<file path="config.mk">
export PLATFORM = sky130hd
export DESIGN_NAME = inst_fetch
export DESIGN_NICKNAME = d
export VERILOG_FILES = /design/src/rtl/ifetch_pkg.sv /design/src/rtl/ifetch_fifo.sv /design/src/rtl/inst_fetch.sv
export SDC_FILE = /design/constraint.sdc
export NUM_CORES = 1
export LEC_CHECK = 0
export CAP_MARGIN = 30
export CORE_UTILIZATION = 30
export DETAILED_ROUTE_END_ITERATION = 12
export GPL_TIMING_DRIVEN = 1
export PLACE_DENSITY = 0.46
export SYNTH_ARGS = -nofsm -noshare
export SYNTH_HDL_FRONTEND = slang
export SYNTH_HIERARCHICAL = 1
export SYNTH_SLANG_ARGS = --single-unit
</file>
<file path="constraint.sdc">
create_clock -name clk -period 7.53 [get_ports clk]
set_input_delay 1.506 -clock clk [delete_from_list [all_inputs] [get_ports clk]]
set_output_delay 1.506 -clock clk [all_outputs]
set_load 0.02 [all_outputs]
</file>
<file path="src/rtl/ifetch_pkg.sv">
// ifetch_pkg: shared types and constants for the instruction fetch unit.
//   XLEN / ILEN      : address and instruction widths
//   RESET_PC_DEFAULT : default first fetch address after reset
//   fetch_entry_t    : instruction queue entry {pc, instr}
//   word_align()     : clears the byte-offset bits of an address
package ifetch_pkg;

  localparam int XLEN = 32;
  localparam int ILEN = 32;
  localparam logic [XLEN-1:0] RESET_PC_DEFAULT = 32'h0000_0000;

  typedef struct packed {
    logic [XLEN-1:0] pc;
    logic [ILEN-1:0] instr;
  } fetch_entry_t;

  function automatic logic [XLEN-1:0] word_align(input logic [XLEN-1:0] addr);
    return addr & ~XLEN'(3);
  endfunction

endpackage

</file>
<file path="src/rtl/ifetch_fifo.sv">
// ifetch_fifo: small synchronous FIFO with a single-cycle flush.
// Parameters: DEPTH entries of WIDTH bits.
// Ports:
//   clk, rst         : clock, asynchronous active-high reset
//   flush            : empties the FIFO; wins over push/pop in the same cycle
//   push, push_data  : write an entry (accepted when not full, or full and popping)
//   pop              : drop the head entry (ignored when empty)
//   pop_data         : head entry, no read latency
//   count            : number of stored entries
module ifetch_fifo #(
  parameter int DEPTH = 2,
  parameter int WIDTH = 32
) (
  input  logic                       clk,
  input  logic                       rst,
  input  logic                       flush,
  input  logic                       push,
  input  logic [WIDTH-1:0]           push_data,
  input  logic                       pop,
  output logic [WIDTH-1:0]           pop_data,
  output logic [$clog2(DEPTH+1)-1:0] count
);

  localparam int CW = $clog2(DEPTH + 1);
  localparam int PW = (DEPTH > 1) ? $clog2(DEPTH) : 1;
  localparam logic [PW-1:0] LAST = PW'(DEPTH - 1);

  logic [WIDTH-1:0] mem [DEPTH];
  logic [PW-1:0]    rd_ptr;
  logic [PW-1:0]    wr_ptr;
  logic             do_push;
  logic             do_pop;

  assign do_pop   = pop && (count != '0);
  assign do_push  = push && ((count != CW'(DEPTH)) || do_pop);
  assign pop_data = mem[rd_ptr];

  always_ff @(posedge clk or posedge rst) begin
    if (rst) begin
      rd_ptr <= '0;
      wr_ptr <= '0;
      count  <= '0;
      // NOTE: storage is reset so the exposed head word reads 0 out of reset
      // instead of X; flush only rewinds the pointers and leaves data as is.
      for (int i = 0; i < DEPTH; i++) mem[i] <= '0;
    end else if (flush) begin
      rd_ptr <= '0;
      wr_ptr <= '0;
      count  <= '0;
    end else begin
      if (do_push) begin
        mem[wr_ptr] <= push_data;
        wr_ptr      <= (wr_ptr == LAST) ? '0 : wr_ptr + 1'b1;
      end
      if (do_pop) rd_ptr <= (rd_ptr == LAST) ? '0 : rd_ptr + 1'b1;
      case ({do_push, do_pop})
        2'b10:   count <= count + 1'b1;
        2'b01:   count <= count - 1'b1;
        default: ;
      endcase
    end
  end

endmodule

</file>
<file path="src/rtl/inst_fetch.sv">
// inst_fetch: instruction fetch unit between the PC path and decode.
// Issues sequential word fetches over a req/gnt/rvalid memory interface,
// queues returned words with their pcs, and hands them to decode over a
// valid/ready handshake. A redirect flushes the queue, drops in-flight
// responses and restarts fetch at the redirect target.
// Parameters: DEPTH (2..4) queued + in-flight instructions, RESET_PC.
// Ports:
//   clk, rst                               : clock, async active-high reset
//   imem_req/imem_addr/imem_gnt            : fetch request channel
//   imem_rvalid/imem_rdata                 : in-order response channel
//   redirect_valid/redirect_pc             : flush and restart
//   if_valid/if_ready/if_instr/if_pc       : decode handshake
//   if_misaligned                          : misaligned redirect flag
// Build option: define IFETCH_MISALIGN_CHECK_EN to flag and halt on a
// redirect to a non-word-aligned target; otherwise the target is aligned
// and if_misaligned is tied 0.
module inst_fetch
  import ifetch_pkg::*;
#(
  parameter int              DEPTH    = 2,
  parameter logic [XLEN-1:0] RESET_PC = RESET_PC_DEFAULT
) (
  input  logic            clk,
  input  logic            rst,
  output logic            imem_req,
  output logic [XLEN-1:0] imem_addr,
  input  logic            imem_gnt,
  input  logic            imem_rvalid,
  input  logic [ILEN-1:0] imem_rdata,
  input  logic            redirect_valid,
  input  logic [XLEN-1:0] redirect_pc,
  output logic            if_valid,
  input  logic            if_ready,
  output logic [ILEN-1:0] if_instr,
  output logic [XLEN-1:0] if_pc,
  output logic            if_misaligned
);

  localparam int CW = $clog2(DEPTH + 1);
  // Discards can pile up across back-to-back redirects, so give headroom.
  localparam int DW = CW + 3;

  logic [XLEN-1:0] fetch_pc;
  logic [DW-1:0]   discard;
  logic            halted;
  logic [CW-1:0]   q_count;
  logic [CW-1:0]   outstanding;
  logic            pop;
  logic            grant;
  logic            rsp_any;
  logic            rsp_keep;
  logic [XLEN-1:0] rsp_pc;
  logic [XLEN-1:0] redirect_target;
  logic            redirect_misaligned;
  fetch_entry_t    q_head;
  fetch_entry_t    q_push_data;

`ifdef IFETCH_MISALIGN_CHECK_EN
  assign redirect_target     = redirect_pc;
  assign redirect_misaligned = (redirect_pc[1:0] != 2'b00);
`else
  assign redirect_target     = word_align(redirect_pc);
  assign redirect_misaligned = 1'b0;
`endif

  assign pop = if_valid && if_ready;

  // The slot freed by this cycle's pop is credited immediately so a
  // single-cycle memory sustains one instruction per cycle. With decode
  // stalled, issue stops exactly at queue count + outstanding = DEPTH.
  assign imem_req  = !rst && !redirect_valid && !halted &&
                     ((int'(q_count) + int'(outstanding) - int'(pop)) < DEPTH);
  assign imem_addr = fetch_pc;
  assign grant     = imem_req && imem_gnt;

  // Responses come back in request order: the first `discard` of them belong
  // to requests issued before the last redirect. A response with nothing
  // pending at all is a protocol error and is simply ignored.
  assign rsp_any  = imem_rvalid && ((discard != '0) || (outstanding != '0));
  assign rsp_keep = imem_rvalid && (discard == '0) && (outstanding != '0);

  // The pc FIFO holds the address of every granted, unanswered request, so
  // its occupancy is the outstanding-request count.
  ifetch_fifo #(.DEPTH(DEPTH), .WIDTH(XLEN)) u_pc_fifo (
    .clk       (clk),
    .rst       (rst),
    .flush     (redirect_valid),
    .push      (grant),
    .push_data (fetch_pc),
    .pop       (rsp_keep),
    .pop_data  (rsp_pc),
    .count     (outstanding)
  );

  assign q_push_data = '{pc: rsp_pc, instr: imem_rdata};

  // Flush has priority inside the FIFO, so a redirect also cancels any
  // push or pop requested in the same cycle.
  ifetch_fifo #(.DEPTH(DEPTH), .WIDTH($bits(fetch_entry_t))) u_instr_q (
    .clk       (clk),
    .rst       (rst),
    .flush     (redirect_valid),
    .push      (rsp_keep),
    .push_data (q_push_data),
    .pop       (pop),
    .pop_data  (q_head),
    .count     (q_count)
  );

  always_ff @(posedge clk or posedge rst) begin
    if (rst) begin
      fetch_pc <= RESET_PC;
      discard  <= '0;
      halted   <= 1'b0;
    end else if (redirect_valid) begin
      // No grant can land here because imem_req is held low this cycle.
      fetch_pc <= redirect_target;
      discard  <= discard + DW'(outstanding) - DW'(rsp_any);
      halted   <= redirect_misaligned;
    end else begin
      if (grant) fetch_pc <= fetch_pc + XLEN'(4);
      if (rsp_any && (discard != '0)) discard <= discard - DW'(1);
    end
  end

  assign if_valid      = (q_count != '0);
  assign if_pc         = q_head.pc;
  assign if_instr      = q_head.instr;
  assign if_misaligned = halted;

endmodule

</file>
==> results.md <==
Cells and area:
- The cell area after layout is roughly 15000 um2.
- In the layout the commonest cells are dfrtp_1 (234), mux2_2 (210), clkdlybuf4s50_1 (162).
- In the final design database the tool counted ~1100 nets.
- The final instance count without filler cells is between 1500 and 2000.
- The library cell used most frequently in the layout, excluding fill and tap cells, is dfrtp_1.
- Relative to the synthesized area, the layout overhead comes to 26.87%.
- The core utilization of the finished layout is between 30% and 40%.
- The antenna cell count is 0.
- In the final layout, the share of cells above drive strength 1 is between 30% and 40%.

Synthesis:
- The fraction of synthesis flops using an asynchronous set or reset pin is 100.0%.
- In this run the mean area of a mapped cell was 13.57 um2.
- The share of the yosys chip area belonging to registers is about half.
- After synthesis, the netlist uses 73 different library cells.
- The synthesized design devotes to its leading area cell type 50.58% of total area.
- Among all flip-flop cells after synthesis, the most frequent one is dfrtp_1.
- The post-synthesis register bit count is 235.
- By area the synthesized netlist is led by dfrtp_1 (51%), mux2_2 (20%), mux2_4 (10%).
- The Yosys warning count is 6.
- Synthesis produced approximately 860 cells.
- Counting flops with a built-in enable in the synthesized netlist gives 0.
- The post-synthesis cell type with the largest combined area is dfrtp_1.
- The synthesized netlist occupies a cell area of roughly 12000 um2.

CTS:
- Once the clock tree was built, the resizer swapped 0 gates to a different size.
- The clock drives between 200 and 250 sinks.
- CTS placed an instance of clkbuf_16 at the clock tree root.
- After clock tree synthesis, the clock-pin slew on the worst setup and hold paths is approximately 0.050 ns.
- Hold repair after CTS inserted 0 buffers.
- After clock tree synthesis, the setup repair step added 0 buffers.
- TritonCTS built the clock tree.
- The maximum number of buffers from clock root to sink is 3.
- In this run, CTS created clock tree buffers numbering 30.
- The deepest level of the CTS H-tree is 1.
- At the later pin of the worst-skew pair, clock insertion delay measures 0.54 ns.

Die:
- The count of boundary I/O pins is 169.
- The die boundary width is a little under 200 um.
- The total area inside the core boundary comes to 37930 um2.
- The initial utilization of the core area, before any placement, comes to between 30% and 40%.
- The overall die area is 39550 um2.
- The floorplan has between 70 and 80 rows.
- In this run the vertical extent of the chip is 198.9 um.

Drt:
- Once detail routing completed, the nets flagged for antenna violations numbered 0.
- The final route contains around 7500 vias.
- The pre-antenna-repair detailed-routing pass consisted of 5 iterations.
- For this block, the initial DRC count from the detailed router was roughly 290.
- The detail-routed via count per cell is 4.774.
- The post-detailed-route wirelength per cell is between 15 and 20 um.
- The remaining routing DRC violations is 0.
- After detailed routing, the total wire length is roughly 30000 um.

STA:
- The worst max-slew margin expressed relative to the limit is between 30% and 40%.
- The final hold violation count is 0.
- Timing would allow up to approximately 170 MHz.
- The worst path uses 77.11% of the clock period.
- The final max-slew violation count is 0.
- Setup total negative slack on the finished layout was measured at 0 ns.
- The transition time of the tightest slew-check pin is slightly above 0.9 ns.
- The minimum clock period after layout is approximately 5.8 ns.
- Across the routed clock network, the largest skew measured is between 0.01 and 0.015 ns.
- Setup violations remaining at the end of the flow were counted as 0.
- Setup repair after global routing left no endpoint under its margin.

Worst setup path:
- The type of origin of the critical path is an input port.
- The critical path class is in2out.
- The count of buffer and inverter cells on the critical path is 3.
- Walking the worst path, the cells encountered are clkdlybuf4s50_1 > and2_1 > ha_1 > nand2b_1 > fa_1 > xor2_1 > a32oi_2 > inv_2 > clkdlybuf4s50_1.
- The top fanout value on the critical path is 7.
- Data on the critical path arrives at its endpoint at around 4.3 ns.
- The worst setup path is captured at a primary output.
- The maximum cell stage delay along the critical path is approximately 0.58 ns.
- The cell family contributing the most delay on the critical path is buffers and inverters.
- The required time of the worst setup path is about 6 ns.
- The cell with the biggest individual delay on the critical path is clkdlybuf4s50_1.
- The cell with the most instances on the worst path is clkdlybuf4s50_1.

Placed design:
- The quantity of I/O buffers inserted on ports is between 150 and 200.
- The final HPWL from detailed placement is a little under 20000 um.
- The placed cell area is between 10000 and 15000 um2.
- The cell count after placement is ~1500.
- Routability-driven placement finished with a final weighted congestion of between 0.7 and 0.8.

Global routing:
- The global-route track usage on met1 is 20.70%.
- The global-route usage over all layers is ~16%.
- The first global-routing pass estimated 47620 um of wire.
- The most utilized layer in the global route result is met2.
- Global routing consumed, on the met3 layer, 3.052% of the routing resources.
- The number of global-route vias before repair is 7921.
- Entering global routing, the biggest net connects slightly below 80 pins.
- The total overflow left after global routing is 0.
- The met2 demand-to-capacity share in global routing is 25.25%.
- The initial antenna violation count is 0.

Power:
- The internal power contribution is roughly 2.8 mW.
- Of the total power, the share spent switching nets is between 20% and 30%.
- The clock share of power is a little under two fifths.
- The ratio of total power to cell area is roughly 260 nW/um2.
- Per report_power, the combinational group accounts for ~22% of the total.
- The completed layout was analyzed and its total power is approximately 3.8 mW.
- The worst vdd rail ir drop is approximately 0.11 mV.
- For this design the static power due to leakage is slightly below 7 nW.
- The share of total power dissipated in sequential elements is 40.9%.
- The switching power of the nets is around 1.0 mW.

Outcome:
- The flow ran to the end, and the final reports show no timing, DRC or antenna violations.

Min path:
- The worst hold path belongs to the class reg2reg.

Run:
- The count of max-cap constraint violations is 0.
[layer usage]
layer | part of all wire, % | up-vias
li1 | - | 3472
met1 | 45 | 3788
met2 | 47 | 163
met3 | 5.2 | 39
met4 | 2.6 | 0
met5 | 0 | -
[worst paths after layout]
kind	start	depth (start not counted)	slack (ns)	end
setup / recovery	if_ready	9	1.72	imem_req
hold / removal	u_instr_q/mem[112]	1	0.50	u_instr_q/mem[112]
setup reg to reg	u_instr_q/count[1]	13	2.89	u_pc_fifo/mem[39]
hold reg to reg	u_instr_q/mem[112]	1	0.50	u_instr_q/mem[112]
max in group asynchronous	rst	3	4.65	u_instr_q/mem[89]
min in group asynchronous	rst	2	1.60	u_instr_q/mem[107]
[sequential cells by signal, summed over array words and instances, names as in the netlist]
signal and cells:
u_instr_q/count 2, u_pc_fifo/count 2, discard 5, u_instr_q/mem 128, imem_addr 30, u_instr_q/rd_ptr 1
u_pc_fifo/mem 64, u_pc_fifo/rd_ptr 1, u_instr_q/wr_ptr 1, u_pc_fifo/wr_ptr 1
[power by group through the flow]
stage	logic, mW	registers (mW)	clock network (mW)
2_1_floorplan	0.550	1.55	0
3_3_place_gp	0.843	1.57	0
3_5_place_dp	0.848	1.57	0
4_1_cts	0.852	1.55	1.47
5_1_grt	0.918	1.57	1.52
6_report	0.833	1.55	1.41
[kinds of logic after synthesis]
| logic type | count (synthesis) | synth area share (%) |
|---|---|---|
| AOI/OAI and AO/OA | 95 | 5.962 |
| xor gates and xnor gates | 10 | 0.7532 |
| adders and majority gates | 16 | 1.851 |
| buffers and inverters | 80 | 3.820 |
| DFF | 235 | 50.58 |
| muxes | 291 | 30.67 |
| other | 1 | 0.03225 |
| and+or+nand+nor | 129 | 6.338 |
[cells in the mapped netlist, types with 4 or more instances]
cell,n
a21o_1,9
a21oi_1,17
a221o_1,10
a22oi_1,4
and3_1,4
buf_2,16
buf_4,4
buf_6,8
clkbuf_1,14
dfrtp_1,235
ha_1,14
inv_1,31
mux2_2,210
mux2_4,78
nand2_1,31
nand2b_1,5
nand3_1,16
nand4_1,11
nor2_1,16
nor3_1,12
o211ai_1,5
o21ai_0,14
o21ai_1,6
or3_1,5
xnor2_1,5
xor2_1,5
[layout make-up]
class,count,area (um2)
clock buffer,43,900.9
tap,511,639.4
fill,3673,23180
timing repair buffer,180,1767
inverter,34,132.6
multi-input combinational,548,5336
sequential,235,5884
clock inverter,12,91.34
[worst register-to-register path, stage by stage (launching register included)]
cell and delay (ns):
dfrtp_1 0.47, or2_2 0.34, and2_1 0.25, ha_1 0.31
nand2b_1 0.16, fa_1 0.39, xor2_1 0.18, a32oi_2 0.20
inv_2 0.16, nand2_2 0.34, inv_2 0.14, or4b_2 0.93
buf_4 0.35, mux2_4 0.31
[stage by stage]
stage	setup WS, ns	hold slack (ns)
CTS	1.722	0.5046
global route	1.578	0.5119
finish	1.723	0.4986
detailed placement	1.703	0.4903
global placement	1.756	0.4829
floorplan	2.498	0.4750
No activity file was read; power rests on OpenSTA's default activity.
